### config.mk
export PLATFORM = sky130hd
export DESIGN_NAME = vga_sprite_compositor_flat
export DESIGN_NICKNAME = d
export VERILOG_FILES = /design/src/rtl/vga_sprite_compositor_if.sv /design/src/rtl/vga_sprite_compositor.sv /design/src/flat_wrapper.sv
export SDC_FILE = /design/constraint.sdc
export NUM_CORES = 1
export LEC_CHECK = 0
export ABC_AREA = 1
export CAP_MARGIN = 20
export CORE_MARGIN = 1
export CORE_UTILIZATION = 50
export CTS_CLUSTER_DIAMETER = 40
export DETAILED_ROUTE_END_ITERATION = 8
export PLACE_DENSITY = 0.73
export SETUP_SLACK_MARGIN = 0.1
export SYNTH_ARGS = -nofsm -noshare
export SYNTH_HDL_FRONTEND = slang
export SYNTH_SLANG_ARGS = --single-unit
export TNS_END_PERCENT = 50
### constraint.sdc
create_clock -name clk -period 7.6 [get_ports clk]
set_input_delay 1.14 -clock clk [delete_from_list [all_inputs] [get_ports clk]]
set_output_delay 1.14 -clock clk [all_outputs]
set_load 0.01 [all_outputs]
### src/rtl/vga_sprite_compositor_if.sv
// Pixel, sprite, ROM and fade signals between the VGA timing/ROM side and the
// sprite compositor. The master drives the pixel stream and ROM data; the slave composites.
interface vga_sprite_compositor_if #(
    parameter int NUM_SPRITES = 8,
    parameter int SPRITE_W    = 30,
    parameter int SPRITE_H    = 30
);
    localparam int AW = $clog2(SPRITE_W * SPRITE_H);

    logic [9:0]               pix_x;
    logic [8:0]               pix_y;
    logic                     pix_valid;
    logic                     frame_start;
    logic [NUM_SPRITES-1:0]   spr_en;
    logic [NUM_SPRITES*10-1:0] spr_x;
    logic [NUM_SPRITES*9-1:0] spr_y;
    logic [NUM_SPRITES*AW-1:0] spr_rom_addr;
    logic [NUM_SPRITES*12-1:0] spr_rom_data;
    logic [18:0]              bg_rom_addr;
    logic [11:0]              bg_rom_data;
    logic [1:0]               fade_req;
    logic                     fade_busy;
    logic [11:0]              rgb;
    logic                     rgb_valid;

    modport master (
        output pix_x, pix_y, pix_valid, frame_start, spr_en, spr_x, spr_y,
               spr_rom_data, bg_rom_data, fade_req,
        input  spr_rom_addr, bg_rom_addr, fade_busy, rgb, rgb_valid
    );

    modport slave (
        input  pix_x, pix_y, pix_valid, frame_start, spr_en, spr_x, spr_y,
               spr_rom_data, bg_rom_data, fade_req,
        output spr_rom_addr, bg_rom_addr, fade_busy, rgb, rgb_valid
    );
endinterface

### src/rtl/vga_sprite_compositor.sv
// Sprite-over-background pixel compositor with colour-key transparency, index
// priority, ROM-latency alignment and a frame-synchronous fade engine; BGR output.
module vga_sprite_compositor #(
    parameter int          NUM_SPRITES     = 8,
    parameter int          SPRITE_W        = 30,
    parameter int          SPRITE_H        = 30,
    parameter int          SCREEN_W        = 640,
    parameter int          ROM_LAT         = 1,
    parameter logic [11:0] KEY_COLOR       = 12'hF0F,
    parameter int          FRAMES_PER_STEP = 2
) (
    input logic                    clk,
    input logic                    rst,
    vga_sprite_compositor_if.slave bus
);
    localparam int AW = $clog2(SPRITE_W * SPRITE_H);
    localparam int CW = (FRAMES_PER_STEP > 1) ? $clog2(FRAMES_PER_STEP) : 1;
    localparam logic [CW-1:0] CNT_LAST = CW'(FRAMES_PER_STEP - 1);

    typedef enum logic [1:0] {
        ST_ON       = 2'd0,
        ST_FADE_OUT = 2'd1,
        ST_OFF      = 2'd2,
        ST_FADE_IN  = 2'd3
    } fade_state_t;

    // Scales one 4-bit channel by level/16; level 16 is identity, 0 is black.
    function automatic logic [3:0] scale_chan(input logic [3:0] c, input logic [4:0] lvl);
        return 4'((9'(c) * 9'(lvl)) >> 4);
    endfunction

    logic [10:0]               px_s;
    logic [9:0]                py_s;
    logic [NUM_SPRITES-1:0]    hit_s;
    logic [NUM_SPRITES*AW-1:0] spr_addr_s;
    logic [NUM_SPRITES-1:0]    hit_dly_r [ROM_LAT];
    logic                      valid_dly_r [ROM_LAT];
    logic [11:0]               sel_s;
    logic [11:0]               rgb_r;
    logic                      rgb_valid_r;
    fade_state_t               state_r;
    logic [4:0]                level_r;
    logic [CW-1:0]             frame_cnt_r;
    logic                      fade_busy_r;

    // Widened by one bit so spr_x+SPRITE_W / spr_y+SPRITE_H never wrap near the edges.
    assign px_s = {1'b0, bus.pix_x};
    assign py_s = {1'b0, bus.pix_y};

    // Stage A: per-sprite hit test and sprite-local ROM address.
    always_comb begin
        hit_s      = '0;
        spr_addr_s = '0;
        for (int i = 0; i < NUM_SPRITES; i++) begin
            hit_s[i] = bus.spr_en[i]
                && (px_s >= {1'b0, bus.spr_x[i*10 +: 10]})
                && (px_s <  ({1'b0, bus.spr_x[i*10 +: 10]} + 11'(SPRITE_W)))
                && (py_s >= {1'b0, bus.spr_y[i*9 +: 9]})
                && (py_s <  ({1'b0, bus.spr_y[i*9 +: 9]} + 10'(SPRITE_H)));
            spr_addr_s[i*AW +: AW] = hit_s[i]
                ? (AW'(px_s - {1'b0, bus.spr_x[i*10 +: 10]})
                   + AW'(py_s - {1'b0, bus.spr_y[i*9 +: 9]}) * AW'(SPRITE_W))
                : {AW{1'b0}};
        end
    end

    assign bus.spr_rom_addr = spr_addr_s;
    assign bus.bg_rom_addr  = 19'(bus.pix_x) + 19'(bus.pix_y) * 19'(SCREEN_W);

    // Delay line holding hit vector and pixel qualifier until ROM data returns.
    always_ff @(posedge clk or posedge rst) begin
        if (rst) begin
            for (int k = 0; k < ROM_LAT; k++) begin
                hit_dly_r[k]   <= '0;
                valid_dly_r[k] <= 1'b0;
            end
        end else begin
            hit_dly_r[0]   <= hit_s;
            valid_dly_r[0] <= bus.pix_valid;
            for (int k = 1; k < ROM_LAT; k++) begin
                hit_dly_r[k]   <= hit_dly_r[k-1];
                valid_dly_r[k] <= valid_dly_r[k-1];
            end
        end
    end

    // Stage B: walking down from the highest index leaves the lowest opaque hit.
    always_comb begin
        sel_s = bus.bg_rom_data;
        for (int i = NUM_SPRITES - 1; i >= 0; i--) begin
            sel_s = (hit_dly_r[ROM_LAT-1][i] && (bus.spr_rom_data[i*12 +: 12] != KEY_COLOR))
                  ? bus.spr_rom_data[i*12 +: 12] : sel_s;
        end
    end

    // Output register: fade scaling plus RGB to BGR swap.
    always_ff @(posedge clk or posedge rst) begin
        if (rst) begin
            rgb_r       <= 12'h000;
            rgb_valid_r <= 1'b0;
        end else begin
            rgb_r       <= {scale_chan(sel_s[3:0], level_r),
                            scale_chan(sel_s[7:4], level_r),
                            scale_chan(sel_s[11:8], level_r)};
            rgb_valid_r <= valid_dly_r[ROM_LAT-1];
        end
    end

    // Fade FSM: level only moves on frame_start so each frame uses one level.
    always_ff @(posedge clk or posedge rst) begin
        if (rst) begin
            state_r     <= ST_ON;
            level_r     <= 5'd16;
            frame_cnt_r <= '0;
            fade_busy_r <= 1'b0;
        end else begin
            case (state_r)
                ST_ON: begin
                    if (bus.fade_req == 2'b01) begin
                        state_r     <= ST_FADE_OUT;
                        frame_cnt_r <= '0;
                        fade_busy_r <= 1'b1;
                    end
                end
                ST_OFF: begin
                    if (bus.fade_req == 2'b10) begin
                        state_r     <= ST_FADE_IN;
                        frame_cnt_r <= '0;
                        fade_busy_r <= 1'b1;
                    end
                end
                ST_FADE_OUT: begin
                    if (bus.frame_start) begin
                        if (frame_cnt_r == CNT_LAST) begin
                            frame_cnt_r <= '0;
                            level_r     <= level_r - 5'd1;
                            if (level_r == 5'd1) begin
                                state_r     <= ST_OFF;
                                fade_busy_r <= 1'b0;
                            end
                        end else begin
                            frame_cnt_r <= frame_cnt_r + CW'(1);
                        end
                    end
                end
                ST_FADE_IN: begin
                    if (bus.frame_start) begin
                        if (frame_cnt_r == CNT_LAST) begin
                            frame_cnt_r <= '0;
                            level_r     <= level_r + 5'd1;
                            if (level_r == 5'd15) begin
                                state_r     <= ST_ON;
                                fade_busy_r <= 1'b0;
                            end
                        end else begin
                            frame_cnt_r <= frame_cnt_r + CW'(1);
                        end
                    end
                end
                default: begin
                    state_r     <= ST_ON;
                    level_r     <= 5'd16;
                    frame_cnt_r <= '0;
                    fade_busy_r <= 1'b0;
                end
            endcase
        end
    end

    assign bus.rgb       = rgb_r;
    assign bus.rgb_valid = rgb_valid_r;
    assign bus.fade_busy = fade_busy_r;
endmodule

### src/flat_wrapper.sv
// flat-port wrapper written by rule: the top's interface ports become plain ports
module vga_sprite_compositor_flat 
#(
    parameter int          NUM_SPRITES     = 8,
    parameter int          SPRITE_W        = 30,
    parameter int          SPRITE_H        = 30,
    parameter int          SCREEN_W        = 640,
    parameter int          ROM_LAT         = 1,
    parameter logic [11:0] KEY_COLOR       = 12'hF0F,
    parameter int          FRAMES_PER_STEP = 2
)
  (clk, rst, bus_pix_x, bus_pix_y, bus_pix_valid, bus_frame_start, bus_spr_en, bus_spr_x, bus_spr_y, bus_spr_rom_data, bus_bg_rom_data, bus_fade_req, bus_spr_rom_addr, bus_bg_rom_addr, bus_fade_busy, bus_rgb, bus_rgb_valid);
  vga_sprite_compositor_if #(.NUM_SPRITES(NUM_SPRITES), .SPRITE_W(SPRITE_W), .SPRITE_H(SPRITE_H)) bus_i ();
  input logic clk;
  input logic rst;
  input wire logic [$bits(bus_i.pix_x)-1:0] bus_pix_x;
  input wire logic [$bits(bus_i.pix_y)-1:0] bus_pix_y;
  input wire logic [$bits(bus_i.pix_valid)-1:0] bus_pix_valid;
  input wire logic [$bits(bus_i.frame_start)-1:0] bus_frame_start;
  input wire logic [$bits(bus_i.spr_en)-1:0] bus_spr_en;
  input wire logic [$bits(bus_i.spr_x)-1:0] bus_spr_x;
  input wire logic [$bits(bus_i.spr_y)-1:0] bus_spr_y;
  input wire logic [$bits(bus_i.spr_rom_data)-1:0] bus_spr_rom_data;
  input wire logic [$bits(bus_i.bg_rom_data)-1:0] bus_bg_rom_data;
  input wire logic [$bits(bus_i.fade_req)-1:0] bus_fade_req;
  output wire logic [$bits(bus_i.spr_rom_addr)-1:0] bus_spr_rom_addr;
  output wire logic [$bits(bus_i.bg_rom_addr)-1:0] bus_bg_rom_addr;
  output wire logic [$bits(bus_i.fade_busy)-1:0] bus_fade_busy;
  output wire logic [$bits(bus_i.rgb)-1:0] bus_rgb;
  output wire logic [$bits(bus_i.rgb_valid)-1:0] bus_rgb_valid;
  assign bus_i.pix_x = bus_pix_x;
  assign bus_i.pix_y = bus_pix_y;
  assign bus_i.pix_valid = bus_pix_valid;
  assign bus_i.frame_start = bus_frame_start;
  assign bus_i.spr_en = bus_spr_en;
  assign bus_i.spr_x = bus_spr_x;
  assign bus_i.spr_y = bus_spr_y;
  assign bus_i.spr_rom_data = bus_spr_rom_data;
  assign bus_i.bg_rom_data = bus_bg_rom_data;
  assign bus_i.fade_req = bus_fade_req;
  assign bus_spr_rom_addr = bus_i.spr_rom_addr;
  assign bus_bg_rom_addr = bus_i.bg_rom_addr;
  assign bus_fade_busy = bus_i.fade_busy;
  assign bus_rgb = bus_i.rgb;
  assign bus_rgb_valid = bus_i.rgb_valid;
  vga_sprite_compositor #(.NUM_SPRITES(NUM_SPRITES), .SPRITE_W(SPRITE_W), .SPRITE_H(SPRITE_H), .SCREEN_W(SCREEN_W), .ROM_LAT(ROM_LAT), .KEY_COLOR(KEY_COLOR), .FRAMES_PER_STEP(FRAMES_PER_STEP)) u_core (.clk(clk), .rst(rst), .bus(bus_i));
endmodule
==> impl_metrics.tcl <==
set metrics [dict create \
    status "completed" \
    floorplan.die.height_um 218 \
    routability_congestion_estimate_from_global_placement 0.998 \
    finalWorstPathRequiredPeriod_ns 7.60 \
    drt-vias-per-instance 5.13 \
    drt_wl_cell_um 16.1 \
    clock_latency_ns 0.29 \
    report.power.total_mw 14.3 \
    grt.overflow.total 0 \
    max_cap_viol_count 0 \
    number_of_logic_stages_on_the_critical_path_including_buffering 29 \
    power_density_nw_per_um2 441 \
    critical_path.slowest_cell "sky130_fd_sc_hd__fa_1" \
    chipWidth_um 218 \
    post_synth_main_area_contributors "sky130_fd_sc_hd__ha_1 25%, sky130_fd_sc_hd__fa_1 17%, sky130_fd_sc_hd__inv_1 12%" \
    hold_path_class "reg -> reg" \
    ioPinCount 406 \
    ys_seq_elements 31 \
    crit_family "adder cells" \
    layout_cell_share_with_drive_strength_beyond_1 0.176 \
    post-route-drc-count 0 \
    post_synth.cell_area_avg_um2 7.06 \
    grt_pass1_wl_um 117000 \
    power.leakage_nw 17.4 \
    finish.net_count 5074 \
    synthDominantAreaCellType "sky130_fd_sc_hd__ha_1" \
    final_core_utilization 0.711 \
    cts_buffer_depth 2 \
    setup_failing_eps_final 0 \
    timing.critical_path.slowest_cell_delay_ns 0.58 \
    initial_antenna_violation_count 11 \
    cp_data_required_time_ns 6.46 \
    synth_enable_flop_cells 0 \
    start_util 0.511 \
    synth_cell_types 59 \
    floorplan.core_area_um2 45800 \
    routed_wl_um 75800 \
    tritoncts "yes" \
    die-area_um2 47600 \
    synthDominantCellAreaShare 0.255 \
    postSynth.asyncResetShare 1.00 \
    yosysSeqAreaShare 0.0332 \
    path_max_fanout 7 \
    first_global_vias 23700 \
    cts_inserted_buffers 5 \
    layout_worst_path_cycle_share 1.00 \
    max_slew.worst_pin.slew_ns 1.10 \
    yosys-top-cells-count "725 x sky130_fd_sc_hd__inv_1, 523 x sky130_fd_sc_hd__nand2_1, 476 x sky130_fd_sc_hd__ha_1" \
    syn-instance-count 3309 \
    dp_hpwl_um 62100 \
    vdd.ir_drop.worst_v 0.000403 \
    worst-path-buf-inv 8 \
    first_pass_iteration_count_of_the_detailed_router 6 \
    cts_root_buffer "sky130_fd_sc_hd__clkbuf_16" \
    drt_iter0_markers 1327 \
    ctsHtreeMaxLevel 2 \
    rsz0062_at_grt "true" \
    synthesis.area_um2 23400 \
    timing.critical_path.from_type "input pin" \
    clock-sinks 31 \
    number_of_warnings_printed_during_yosys_synthesis 0 \
    area.growth.synth_to_final_pct 39.3 \
    postRouteAntennaNets 0 \
    cp-end-kind "output port" \
    slew_viol_final 0 \
    place.port_buffers 405 \
    synthesis.nets 4271 \
    timing.final.hold_violations 0 \
    cp.arrival_ns 6.46 \
    largest_net_degree_at_the_start_of_global_routing 32 \
    synth_most_common_cell "sky130_fd_sc_hd__inv_1" \
    ys.flop_type "sky130_fd_sc_hd__dfrtp_1" \
    worst_clk_skew_ns 0.0110 \
    max_freq_mhz 132 \
    timing.slew.headroom 0.267 \
    reg2reg_depth 23 \
    num_vias 24200 \
    rows 78 \
    worstHoldPathCells 0 \
    timing_worst_setup_path_type "in -> out" \
    cts.clk_slew.worst_paths_ns 0.05 \
    grt_usage 0.307 \
]
## metrics by stage
| stage | std cells | hold WS, ns | setup TNS, ns | worst slack [ns] | cell area (um2) |
|---|---|---|---|---|---|
| after floorplan | 3309 | 0.331 | 0 | 0.334 | 23400 |
| after global placement | 4682 | 0.333 | -12.29 | -0.774 | 31000 |
| after detailed placement | 4682 | 0.337 | -14.89 | -0.893 | 31000 |
| after CTS | 4699 | 0.349 | 0 | 0.00190 | 31700 |
| after global routing | 4717 | 0.349 | -0.886 | -0.209 | 32500 |
| final | 4720 | 0.349 | 0 | 0.00248 | 32600 |
## cells in the final DEF, fill, tap and decap left out, types with 29 or more instances in the layout
cell / n
sky130_fd_sc_hd__inv_1: 683
sky130_fd_sc_hd__nand2_1: 504
sky130_fd_sc_hd__ha_1: 429
sky130_fd_sc_hd__buf_4: 404
sky130_fd_sc_hd__clkdlybuf4s50_1: 344
sky130_fd_sc_hd__nor2_1: 249
sky130_fd_sc_hd__fa_1: 183
sky130_fd_sc_hd__nand3_1: 179
sky130_fd_sc_hd__xor2_1: 169
sky130_fd_sc_hd__a21oi_1: 165
sky130_fd_sc_hd__o21ai_0: 79
sky130_fd_sc_hd__xnor2_1: 64
sky130_fd_sc_hd__ha_4: 47
sky130_fd_sc_hd__inv_2: 45
sky130_fd_sc_hd__nor3_1: 39
sky130_fd_sc_hd__nand2_2: 34
sky130_fd_sc_hd__a21oi_2: 33
sky130_fd_sc_hd__dfrtp_1: 30
sky130_fd_sc_hd__o21ai_1: 29
## state kept, by name, indices dropped and copies added, names as in the netlist
signal	flops
u_core.bus.fade_busy	1
u_core.bus.rgb_valid	1
u_core.level_r	5
u_core.state_r	2
u_core.valid_dly_r	1
u_core.frame_cnt_r	1
u_core.bus.rgb	12
u_core.hit_dly_r	8
## power breakdown
| group | total [mW] | internal [mW] | switching [mW] | leakage (nW) |
|---|---|---|---|---|
| clock | 0.245 | 0.163 | 0.0820 | 0.0869 |
| combinational | 13.8 | 6.84 | 6.96 | 16.9 |
| sequential | 0.296 | 0.235 | 0.0614 | 0.385 |
| total | 14.3 | 7.24 | 7.10 | 17.4 |
## area by class of cell
| class | count | area, um2 |
|---|---|---|
| sequential | 31 | 777 |
| antenna | 7 | 17.5 |
| timing repair buffer | 820 | 7170 |
| fill | 3838 | 13200 |
| tap | 600 | 751 |
| clock buffer | 6 | 139 |
| clock inverter | 2 | 35.0 |
| inverter | 737 | 2770 |
| multi-input combinational | 2517 | 20900 |
## cell families (layout without fill, tap and decap cells)
kind of cell    after synthesis  after routing  synth area share
xor+xnor                    261            261            0.0991
flops                        31             31            0.0332
fa+ha+maj                   669            669             0.420
compound gates              454            454             0.113
buf+inv                     761           1565             0.125
simple gates               1133           1133             0.210
other cells                   0              7                 0
## repair_timing
item                                    in CTS  in global routing
resized for setup                          195                176
buffers inserted                             9                 13
endpoints found under the setup margin      39                 28
hold buffers                                 0                  0
pin swaps                                   59                106
## routing by layer
metal  part of all wire  track usage  vias up  wire [um]
met4              0.033       0.0862        8       2500
met3              0.063       0.0420      161       4790
li1                   -            -    12200          -
met5            0.00071            0        -         54
met2               0.48        0.545      736      36200
met1               0.43        0.386    11100      32300
## worst paths after layout
check	from	end	slack, ns
setup / recovery	bus_pix_y[0]	bus_spr_rom_addr[39]	0.002
setup reg to reg	u_core.hit_dly_r[7]$_DFF_PP0_	u_core.bus.rgb[3]$_DFF_PP0_	3.12
hold / removal	u_core.valid_dly_r$_DFF_PP0_	u_core.bus.rgb_valid$_DFF_PP0_	0.35
min in group asynchronous	rst	u_core.hit_dly_r[5]$_DFF_PP0_	1.26
max in group asynchronous	rst	u_core.level_r[4]$_DFFE_PP1P_	6.00
hold reg to reg	u_core.valid_dly_r$_DFF_PP0_	u_core.bus.rgb_valid$_DFF_PP0_	0.35
## worst reg2reg max path, delay by kind of cell (launching register included)
kind                     cells  cell delay [ns]
adder cells (fa/ha/maj)      3             1.42
flip-flops                   1             0.47
buffers and inverters        3             0.20
AO/OA/AOI/OAI                7             1.30
AND/OR/NAND/NOR             10             1.00
Power figures use the tool's default switching activity.
